==> src/rtl/mac_lane_accum.sv <==
// mac_lane_accum -- multi-lane MAC accumulate stage for C = A x B.
// Accepts LANES products per beat over a valid/ready handshake. Each lane keeps
// its own accumulator. The block counts k/row/col internally, and every
// completed dot product raises a held write request for LANES results of C.
// Ports:
//   clk, reset           clock; asynchronous active-high reset
//   start                begins a new matrix (IDLE only)
//   prod_valid/ready     product beat handshake
//   product_reg          LANES products, lane l at [l*2W +: 2W]
//   data_out_c           LANES results, lane l at [l*R +: R]
//   matrix_c_we/ready    C write request / accept
//   row_addr_c/col_addr_c C write row, column of lane 0
//   mac_done             one-cycle pulse after the final write is accepted

// One lane: accumulate, then format the completed dot product.
module mac_lane_accum_lane #(
  parameter int PW       = 64,
  parameter int AW       = 67,
  parameter int RW       = 66,
  parameter int SIGNED   = 0,
  parameter int SATURATE = 0
) (
  input  logic          clk,
  input  logic          reset,
  input  logic          i_take,
  input  logic          i_first,
  input  logic          i_last,
  input  logic [PW-1:0] i_prod,
  output logic [RW-1:0] o_res
);
  logic [AW-1:0] r_acc, w_ext, w_sum;
  logic [RW-1:0] r_res, w_fmt;

  always_comb begin
    w_ext = {{(AW-PW){(SIGNED != 0) && i_prod[PW-1]}}, i_prod};
    // First beat loads the product directly, so no clear cycle is needed.
    w_sum = (i_first ? '0 : r_acc) + w_ext;
    w_fmt = w_sum[RW-1:0];
    if (SATURATE != 0) begin
      if (SIGNED != 0) begin
        // In range iff every bit from RW-1 upward equals the sign bit.
        if (!(w_sum[AW-1:RW-1] == '0 || w_sum[AW-1:RW-1] == '1))
          w_fmt = w_sum[AW-1] ? {1'b1, {(RW-1){1'b0}}} : {1'b0, {(RW-1){1'b1}}};
      end else if (|w_sum[AW-1:RW]) begin
        w_fmt = '1;
      end
    end
  end

  always_ff @(posedge clk or posedge reset) begin
    if (reset) begin
      r_acc <= '0;
      r_res <= '0;
    end else if (i_take) begin
      r_acc <= w_sum;
      if (i_last) r_res <= w_fmt;
    end
  end

  assign o_res = r_res;
endmodule

module mac_lane_accum #(
  parameter int M                        = 4,
  parameter int K                        = 4,
  parameter int N                        = 4,
  parameter int LANES                    = 2,
  parameter int DATA_WIDTH_INIT_MATRIX   = 32,
  parameter int DATA_WIDTH_RESULT_MATRIX = 2*DATA_WIDTH_INIT_MATRIX + $clog2(K),
  parameter int SIGNED                   = 0,
  parameter int SATURATE                 = 0
) (
  input  logic                                        clk,
  input  logic                                        reset,
  input  logic                                        start,
  input  logic                                        prod_valid,
  output logic                                        prod_ready,
  input  logic [LANES*2*DATA_WIDTH_INIT_MATRIX-1:0]   product_reg,
  output logic [LANES*DATA_WIDTH_RESULT_MATRIX-1:0]   data_out_c,
  output logic                                        matrix_c_we,
  input  logic                                        matrix_c_ready,
  output logic [$clog2(M)-1:0]                        row_addr_c,
  output logic [$clog2(N)-1:0]                        col_addr_c,
  output logic                                        mac_done
);
  localparam int PW  = 2*DATA_WIDTH_INIT_MATRIX;
  localparam int RW  = DATA_WIDTH_RESULT_MATRIX;
  localparam int KW  = $clog2(K);
  localparam int RAW = $clog2(M);
  localparam int CW  = $clog2(N);
  // Internal sum is R+1 bits for the default R; a narrower overridden R still
  // gets enough headroom that saturation sees the true sum.
  localparam int AW  = ((PW + KW) > RW ? (PW + KW) : RW) + 1;

  typedef enum logic [1:0] {S_IDLE, S_ACCUM, S_DRAIN, S_DONE} state_t;

  state_t         r_state, w_state_nxt;
  logic [KW-1:0]  r_k;
  logic [RAW-1:0] r_row, r_row_addr;
  logic [CW-1:0]  r_col, r_col_addr;
  logic           r_we;
  logic           w_take, w_klast, w_final;

  assign prod_ready = (r_state == S_ACCUM) && (!r_we || matrix_c_ready);
  assign w_take     = prod_valid && prod_ready;
  assign w_klast    = w_take && (r_k == KW'(K-1));
  assign w_final    = w_klast && (r_row == RAW'(M-1)) && (r_col == CW'(N-LANES));

  always_comb begin
    w_state_nxt = r_state;
    case (r_state)
      S_IDLE:  if (start) w_state_nxt = S_ACCUM;
      S_ACCUM: if (w_final) w_state_nxt = S_DRAIN;
      S_DRAIN: if (r_we && matrix_c_ready) w_state_nxt = S_DONE;
      S_DONE:  w_state_nxt = S_IDLE;
      default: w_state_nxt = S_IDLE;
    endcase
  end

  always_ff @(posedge clk or posedge reset) begin
    if (reset) begin
      r_state    <= S_IDLE;
      r_k        <= '0;
      r_row      <= '0;
      r_col      <= '0;
      r_we       <= 1'b0;
      r_row_addr <= '0;
      r_col_addr <= '0;
    end else begin
      r_state <= w_state_nxt;
      if (r_state == S_IDLE && start) begin
        r_k   <= '0;
        r_row <= '0;
        r_col <= '0;
      end else if (w_take) begin
        if (w_klast) begin
          r_k <= '0;
          if (r_col == CW'(N-LANES)) begin
            r_col <= '0;
            r_row <= (r_row == RAW'(M-1)) ? '0 : r_row + RAW'(1);
          end else begin
            r_col <= r_col + CW'(LANES);
          end
        end else begin
          r_k <= r_k + KW'(1);
        end
      end
      // A new request may replace one being accepted this same cycle.
      if (w_klast) begin
        r_we       <= 1'b1;
        r_row_addr <= r_row;
        r_col_addr <= r_col;
      end else if (matrix_c_ready) begin
        r_we <= 1'b0;
      end
    end
  end

  for (genvar l = 0; l < LANES; l++) begin : g_lane
    mac_lane_accum_lane #(
      .PW(PW), .AW(AW), .RW(RW), .SIGNED(SIGNED), .SATURATE(SATURATE)
    ) u_lane (
      .clk     (clk),
      .reset   (reset),
      .i_take  (w_take),
      .i_first (r_k == '0),
      .i_last  (w_klast),
      .i_prod  (product_reg[l*PW +: PW]),
      .o_res   (data_out_c[l*RW +: RW])
    );
  end

  assign matrix_c_we = r_we;
  assign row_addr_c  = r_row_addr;
  assign col_addr_c  = r_col_addr;
  assign mac_done    = (r_state == S_DONE);
endmodule
==> config.mk <==
export PLATFORM = sky130hd
export DESIGN_NAME = mac_lane_accum
export DESIGN_NICKNAME = d
export VERILOG_FILES = /design/src/rtl/mac_lane_accum.sv
export SDC_FILE = /design/constraint.sdc
export NUM_CORES = 1
export LEC_CHECK = 0
export CORE_MARGIN = 3
export CORE_UTILIZATION = 40
export CTS_CLUSTER_SIZE = 30
export DETAILED_ROUTE_END_ITERATION = 16
export PLACE_DENSITY = 0.66
export SLEW_MARGIN = 10
export SYNTH_ARGS = -nofsm -noshare
export SYNTH_HDL_FRONTEND = slang
export SYNTH_SLANG_ARGS = --single-unit
==> constraint.sdc <==
create_clock -name clk -period 17.01 [get_ports clk]
set_input_delay 1.701 -clock clk [delete_from_list [all_inputs] [get_ports clk]]
set_output_delay 1.701 -clock clk [all_outputs]
set_load 0.01 [all_outputs]
Yosys cells after proc, flatten, opt, wreduce, memory -nomap -nowiden. Cells that the tools add are included.

Output and inout bits: 139. Input port bits: 133. Flip-flop bits (word level): 279. Word-level logic and storage cells: 64.

$add $sub $neg: 5. Equality and inequality tests: 9. Multiplexer cells: 20. Reductions and logical operators: 19.

Operators by type and width (count): adder 67 x 64 -> 67 bit (2); 2-to-1 mux 67 bit (2); 2-to-1 mux 2 bit (15); == test 2 bit, second input constant (5); case mux 2 bit (4 select lines) (1); nonzero test 2 bit (4); logical AND 1 bit (7); inequality test 2 bit, second input constant (3); AND reduction 3 bit (2); adder 2 x 1 -> 2 bit, second input constant (2); zero test 2 bit (2); AND reduction 2 bit (2); adder 2 bit, second input constant (1); == test 2 x 1 -> 1 bit, second input constant (1); 2-to-1 mux 1 bit (2); zero test 1 bit (1); logical OR 1 bit (1).

Depth between registers and ports, before layout.
Word-level depth: 9. Mapped depth: 19. Mapped depth without buffers: 16.

Hierarchy. Synthesis repeated with hierarchy kept, for this count alone.

Cell total of the unflattened synthesis: 1978. Area, all modules: 19147.1 um^2.

By module, submodules not included: mac_lane_accum_lane at g_lane[1].u_lane (seq. area each 3303.2 um^2, area an instance 9278.9 um^2, cells each 969, instances 1); mac_lane_accum_lane at g_lane[0].u_lane (seq. area each 3303.2 um^2, area an instance 9238.9 um^2, cells each 947, instances 1); mac_lane_accum (seq. area each 275.3 um^2, area an instance 629.4 um^2, cells each 62, instances 1).

Worst setup path before layout. OpenSTA, ideal clock, no wires.

Path type: input -> register. Start: input product_reg[92]. End: register g_lane[1].u_lane.r_res[64]. Required time: 16.885 ns. Library setup time: 0.125 ns. Slack: 12.673 ns. Buffers on the path: 1. Data arrival time: 4.212 ns. Stages on the path: 11. Cell sequence: ha_1 -> buf_2 -> nand4_1 -> nor4_1 -> a31oi_1 -> o32a_1 -> a31oi_2 -> a41oi_1 -> o31a_1 -> xnor2_1 -> mux2_2.

Word-level cells in the longest chain between the ends: 1.

Ends and longest elaborated chain: from (decl) (RTL line 78) `input logic [LANES*2*DATA_WIDTH_INIT_MATRIX-1:0] product_reg,`; adder 67 x 64 -> 67 bit (RTL line 37) `w_sum = (i_first ? '0 : r_acc) + w_ext;`; to (signal assigned) (RTL line 56) `if (i_last) r_res <= w_fmt;`; to (decl) (RTL line 32) `logic [RW-1:0] r_res, w_fmt;`.

Every way passes these cells. A chain may end at the register's enable or synchronous reset.

Final worst setup path.
Start: register r_k[0]. End: register g_lane[0].u_lane.r_acc[65].

Word-level cells in the longest chain between the ends: 3.

Ends and longest elaborated chain: from (decl) (RTL line 98) `logic [KW-1:0] r_k;`; from (signal assigned) (RTL line 145) `r_k <= r_k + KW'(1);`; zero test 2 bit (RTL line 166) `.i_first (r_k == '0),`; 2-to-1 mux 67 bit (RTL line 37); adder 67 x 64 -> 67 bit (RTL line 37); to (signal assigned) (RTL line 55) `r_acc <= w_sum;`; to (decl) (RTL line 31) `logic [AW-1:0] r_acc, w_ext, w_sum;`.

Every way passes these cells.

==> summary.md <==
| Metric | Value |
|---|---|
| Layout cells sized above 1 | 5.859% |
| Die area | 49880 µm² |
| Final max-slew violation count | 0 |
| Root buffer cell | clkbuf_16 |
| Worst Tran Pin Value | 1.092 ns |
| Num CTS Buffers | 35 |
| Worst path depth | 16 |
| Fmax | 0.1833 GHz |
| Max-Cap Viols | 0 |
| Yosys cell types | 73 |
| Clock transition at path regs | 0.06 ns |
| Mean post-synth cell area | 8.219 µm² |
| Post-layout util | 49.84% |
| Net Count, Synth | 2570 |
| First-pass GRT wire length | 91330 µm |
| GRT overflow | 0 |
| Hold-fix buffers at CTS | 0 |
| Worst R2R Path Depth | 16 |
| #FFs+latches synth | 275 |
| Post CTS Setup Buffer Count | 0 |
| HPWL after DPL | 42240 µm |
| Die Ht | 223.3 µm |
| Initial core utilization | 40.50% |
| Drt total wl | 57310 µm |
| GRT Util Overall | 22.54% |
| Final Critical Period | 5.456 ns |
| Crit Path Category | flip-flop to flip-flop |
| Clk Latency, worst-skew pair | 0.54 ns |
| Synthesized area | 18890 µm² |
| Ys async rst share | 100.0% |
| Hold Path Cell Cnt | 2 |
| FP Rows | 79 |
| GPL Wtd Cong | 0.9555 |
| PD cells | 171.3 nW/µm² |
| Total core area | 46650 µm² |
| Synthesis-to-layout area growth | 23.07% |
| Slowest CP cell | buf_4 |
| Min-delay worst type | flip-flop to flip-flop |
| Seq/Total Area, Yosys | 36.42% |
| CTS resizes | 0 |
| CP max stage delay | 0.79 ns |
| Buffers on Ports | 270 |
| Syn. warnings | 0 |
| Final setup viols | 0 |
| CP Cell Sequence | inv_1 > ha_4 > buf_4 > nand2b_1 > inv_1 > ha_1 > a211oi_1 > o21ai_1 > o2111a_1 > o31ai_2 > a211oi_1 > o21ai_0 > o21ai_1 > a21oi_1 > nor4_1 > a221o_1 |
| Drt initial violations | 1064 |
| Vias in the first global route | 16860 |
| CP required | 17.43 ns |
| TritonCTS Sinks | 275 |
| Status | finished, final reports clean |
| Worst setup EP type | flip-flop |
| Die X | 223.3 µm |
| IO Pins | 272 |
| WL per Instance | 18.28 µm |
| Vias | 17130 |
| Via-per-instance ratio | 5.464 |
| Post-synth EDFFs | 0 |
| Top delay family on crit path | compound AO/OA/AOI/OAI gates |
| Setup TNS | 0 ns |
| Worst-path fanout max | 74 |
| Clock Tree Buf Depth | 3 |
| Largest net degree at the start of global routing | 95 |
| CTS tree | built |
| # nets final | 2772 |
| Crit start category | flip-flop |
| Fin. Hold Viols | 0 |
| Share of the clock period used by the worst path | 32.07% |
| Slew HR | 27.21% |
| First-pass DRT Iterations | 6 |
| Worst Path Buf+Inv | 3 |
| H-tree levels | 2 |
| CP Data Arrival Time | 5.87 ns |
| Main synth FF type | dfrtp_1 |
| DRC | 0 |
| Initial antenna violation count | 0 |
| Peak VDD IR | 121.7 µV |
| Antenna viol nets, final | 0 |
| Worst Clk Skew | 0.01758 ns |
| P_leak | 10.97 nW |
| RSZ-0062 raised after global routing | false |
| Post-Synthesis Cells | 2299 |
==> Yosys cell counts (4+ instances only) <==
| cell type | number | area (µm²) |
|---|---|---|
| or3_1 | 6 | 37.54 |
| buf_1 | 10 | 37.54 |
| a211oi_1 | 9 | 67.56 |
| o31ai_1 | 9 | 67.56 |
| o21a_1 | 14 | 105.1 |
| buf_2 | 9 | 45.04 |
| mux2i_1 | 4 | 40.04 |
| nand2_1 | 646 | 2425 |
| dfrtp_1 | 275 | 6882 |
| clkbuf_1 | 93 | 349.1 |
| a21o_1 | 58 | 435.4 |
| o21bai_1 | 32 | 240.2 |
| ha_1 | 136 | 1702 |
| a21oi_1 | 178 | 890.9 |
| o22a_1 | 4 | 35.03 |
| nand2b_1 | 18 | 112.6 |
| nor2_1 | 79 | 296.5 |
| o211ai_1 | 13 | 97.59 |
| nor3b_1 | 5 | 37.54 |
| a2111oi_0 | 9 | 78.83 |
| mux2_2 | 58 | 653.1 |
| a31oi_1 | 14 | 87.58 |
| o21ai_1 | 7 | 35.03 |
| or2_2 | 5 | 31.28 |
| nand4_1 | 40 | 250.2 |
| inv_1 | 39 | 146.4 |
| o21ai_0 | 107 | 535.5 |
| xor2_1 | 41 | 359.1 |
| and3_1 | 13 | 81.33 |
| o31a_1 | 5 | 43.79 |
| xnor2_1 | 83 | 727.0 |
| nor4_1 | 5 | 31.28 |
| and2_1 | 11 | 68.82 |
| a211o_1 | 7 | 61.31 |
| nor2b_1 | 145 | 907.1 |
| nor3_1 | 22 | 110.1 |
| nand3_1 | 29 | 145.1 |
| a41oi_1 | 7 | 61.31 |
==> through the flow <==
| stage | setup WS (ns) | cells | hold WS (ns) | power (mW) | cell area, µm² |
|---|---|---|---|---|---|
| after global placement | 11.65 | 3071 | 0.4494 | 3.151 | 22020 |
| after global routing | 11.13 | 3133 | 0.4899 | 4.285 | 23250 |
| after detailed placement | 11.56 | 3071 | 0.4543 | 3.186 | 22020 |
| after CTS | 11.53 | 3133 | 0.4679 | 4.011 | 23250 |
| after floorplan | 7.729 | 2299 | 0.4379 | 2.438 | 18890 |
| final | 11.55 | 3135 | 0.4628 | 3.984 | 23250 |
==> sequential cells by signal (all words and copies together) (netlist names) <==
register             flops
r_k                      2
r_row                    2
r_state                  2
r_col                    1
col_addr_c               1
matrix_c_we              1
g_lane.u_lane.r_acc    132
row_addr_c               2
g_lane.u_lane.o_res    132
==> worst paths after layout <==
kind / startpoint / endpoint / slack [ns]
setup / recovery: r_k[0] / g_lane[0].u_lane.r_acc[65] / 11.55
hold / removal: g_lane[0].u_lane.r_acc[32] / g_lane[0].u_lane.r_acc[32] / 0.46
setup reg to reg: r_k[0] / g_lane[0].u_lane.r_acc[65] / 11.55
hold reg to reg: g_lane[0].u_lane.r_acc[32] / g_lane[0].u_lane.r_acc[32] / 0.46
max in group asynchronous: reset / g_lane[0].u_lane.r_acc[44] / 13.98
min in group asynchronous: reset / g_lane[1].u_lane.o_res[7] / 1.66
==> layout by cell type (no fill, tap or decap), types with 18 or more instances in the layout <==
cell type        netlist  final
nand3_1               29     29
nor3_1                22     22
nand4_1               40     40
nor2b_1              145    145
o21bai_1              32     32
xor2_1                41     41
inv_1                 39     38
o21ai_0              107    107
clkbuf_16              0     37
xnor2_1               83     83
ha_1                 136    135
nand2b_1              18     18
clkdlybuf4s50_1        0    270
a21oi_1              178    178
nor2_1                79     79
mux2_2                58     58
a21o_1                58     58
nand2_1              646    644
dfrtp_1              275    275
==> worst min-delay path, delay by kind of cell (launching register included) <==
family           cells  cell delay (ns)
DFF                  1             0.33
and+or+nand+nor      2             0.10
==> per-layer routing <==
metal	global-route usage (%)	routed length [µm]	up-vias
li1	-	-	8319
met1	30.99	26210	8236
met2	36.56	26110	480
met3	3.776	3275	94
met4	6.872	1704	0
met5	0	0	-
==> logic make-up (layout without fill, tap and decap cells) <==
group / Yosys count / count (layout) / synth area share [%]
adder cells (fa/ha/maj): 138 / 138 / 9.218
AND/OR/NAND/NOR: 1030 / 1030 / 24.28
flip-flops: 275 / 275 / 36.42
other: 1 / 3 / 0.01985
AO/OA/AOI/OAI: 516 / 516 / 17.50
XOR/XNOR: 124 / 124 / 5.748
buffers and inverters: 153 / 380 / 3.139
multiplexers: 62 / 62 / 3.669
==> power breakdown <==
group,internal [mW],switching (mW),total (mW)
Clock,0.498,0.298,0.797
Sequential,0.959,0.165,1.12
Combinational,0.914,1.15,2.06
==> final cells by class <==
cell class              count  area [µm²]
diodes                      2       5.005
clock buffers              48        1027
clock inverters            14       201.4
fillers                  4507       23400
inverters                  39       153.9
multi-input cells        1871       11450
flip-flops and latches    275        6882
well taps                 607       759.5
repair buffers            279        2770
No activity file was read; power rests on OpenSTA's default activity.
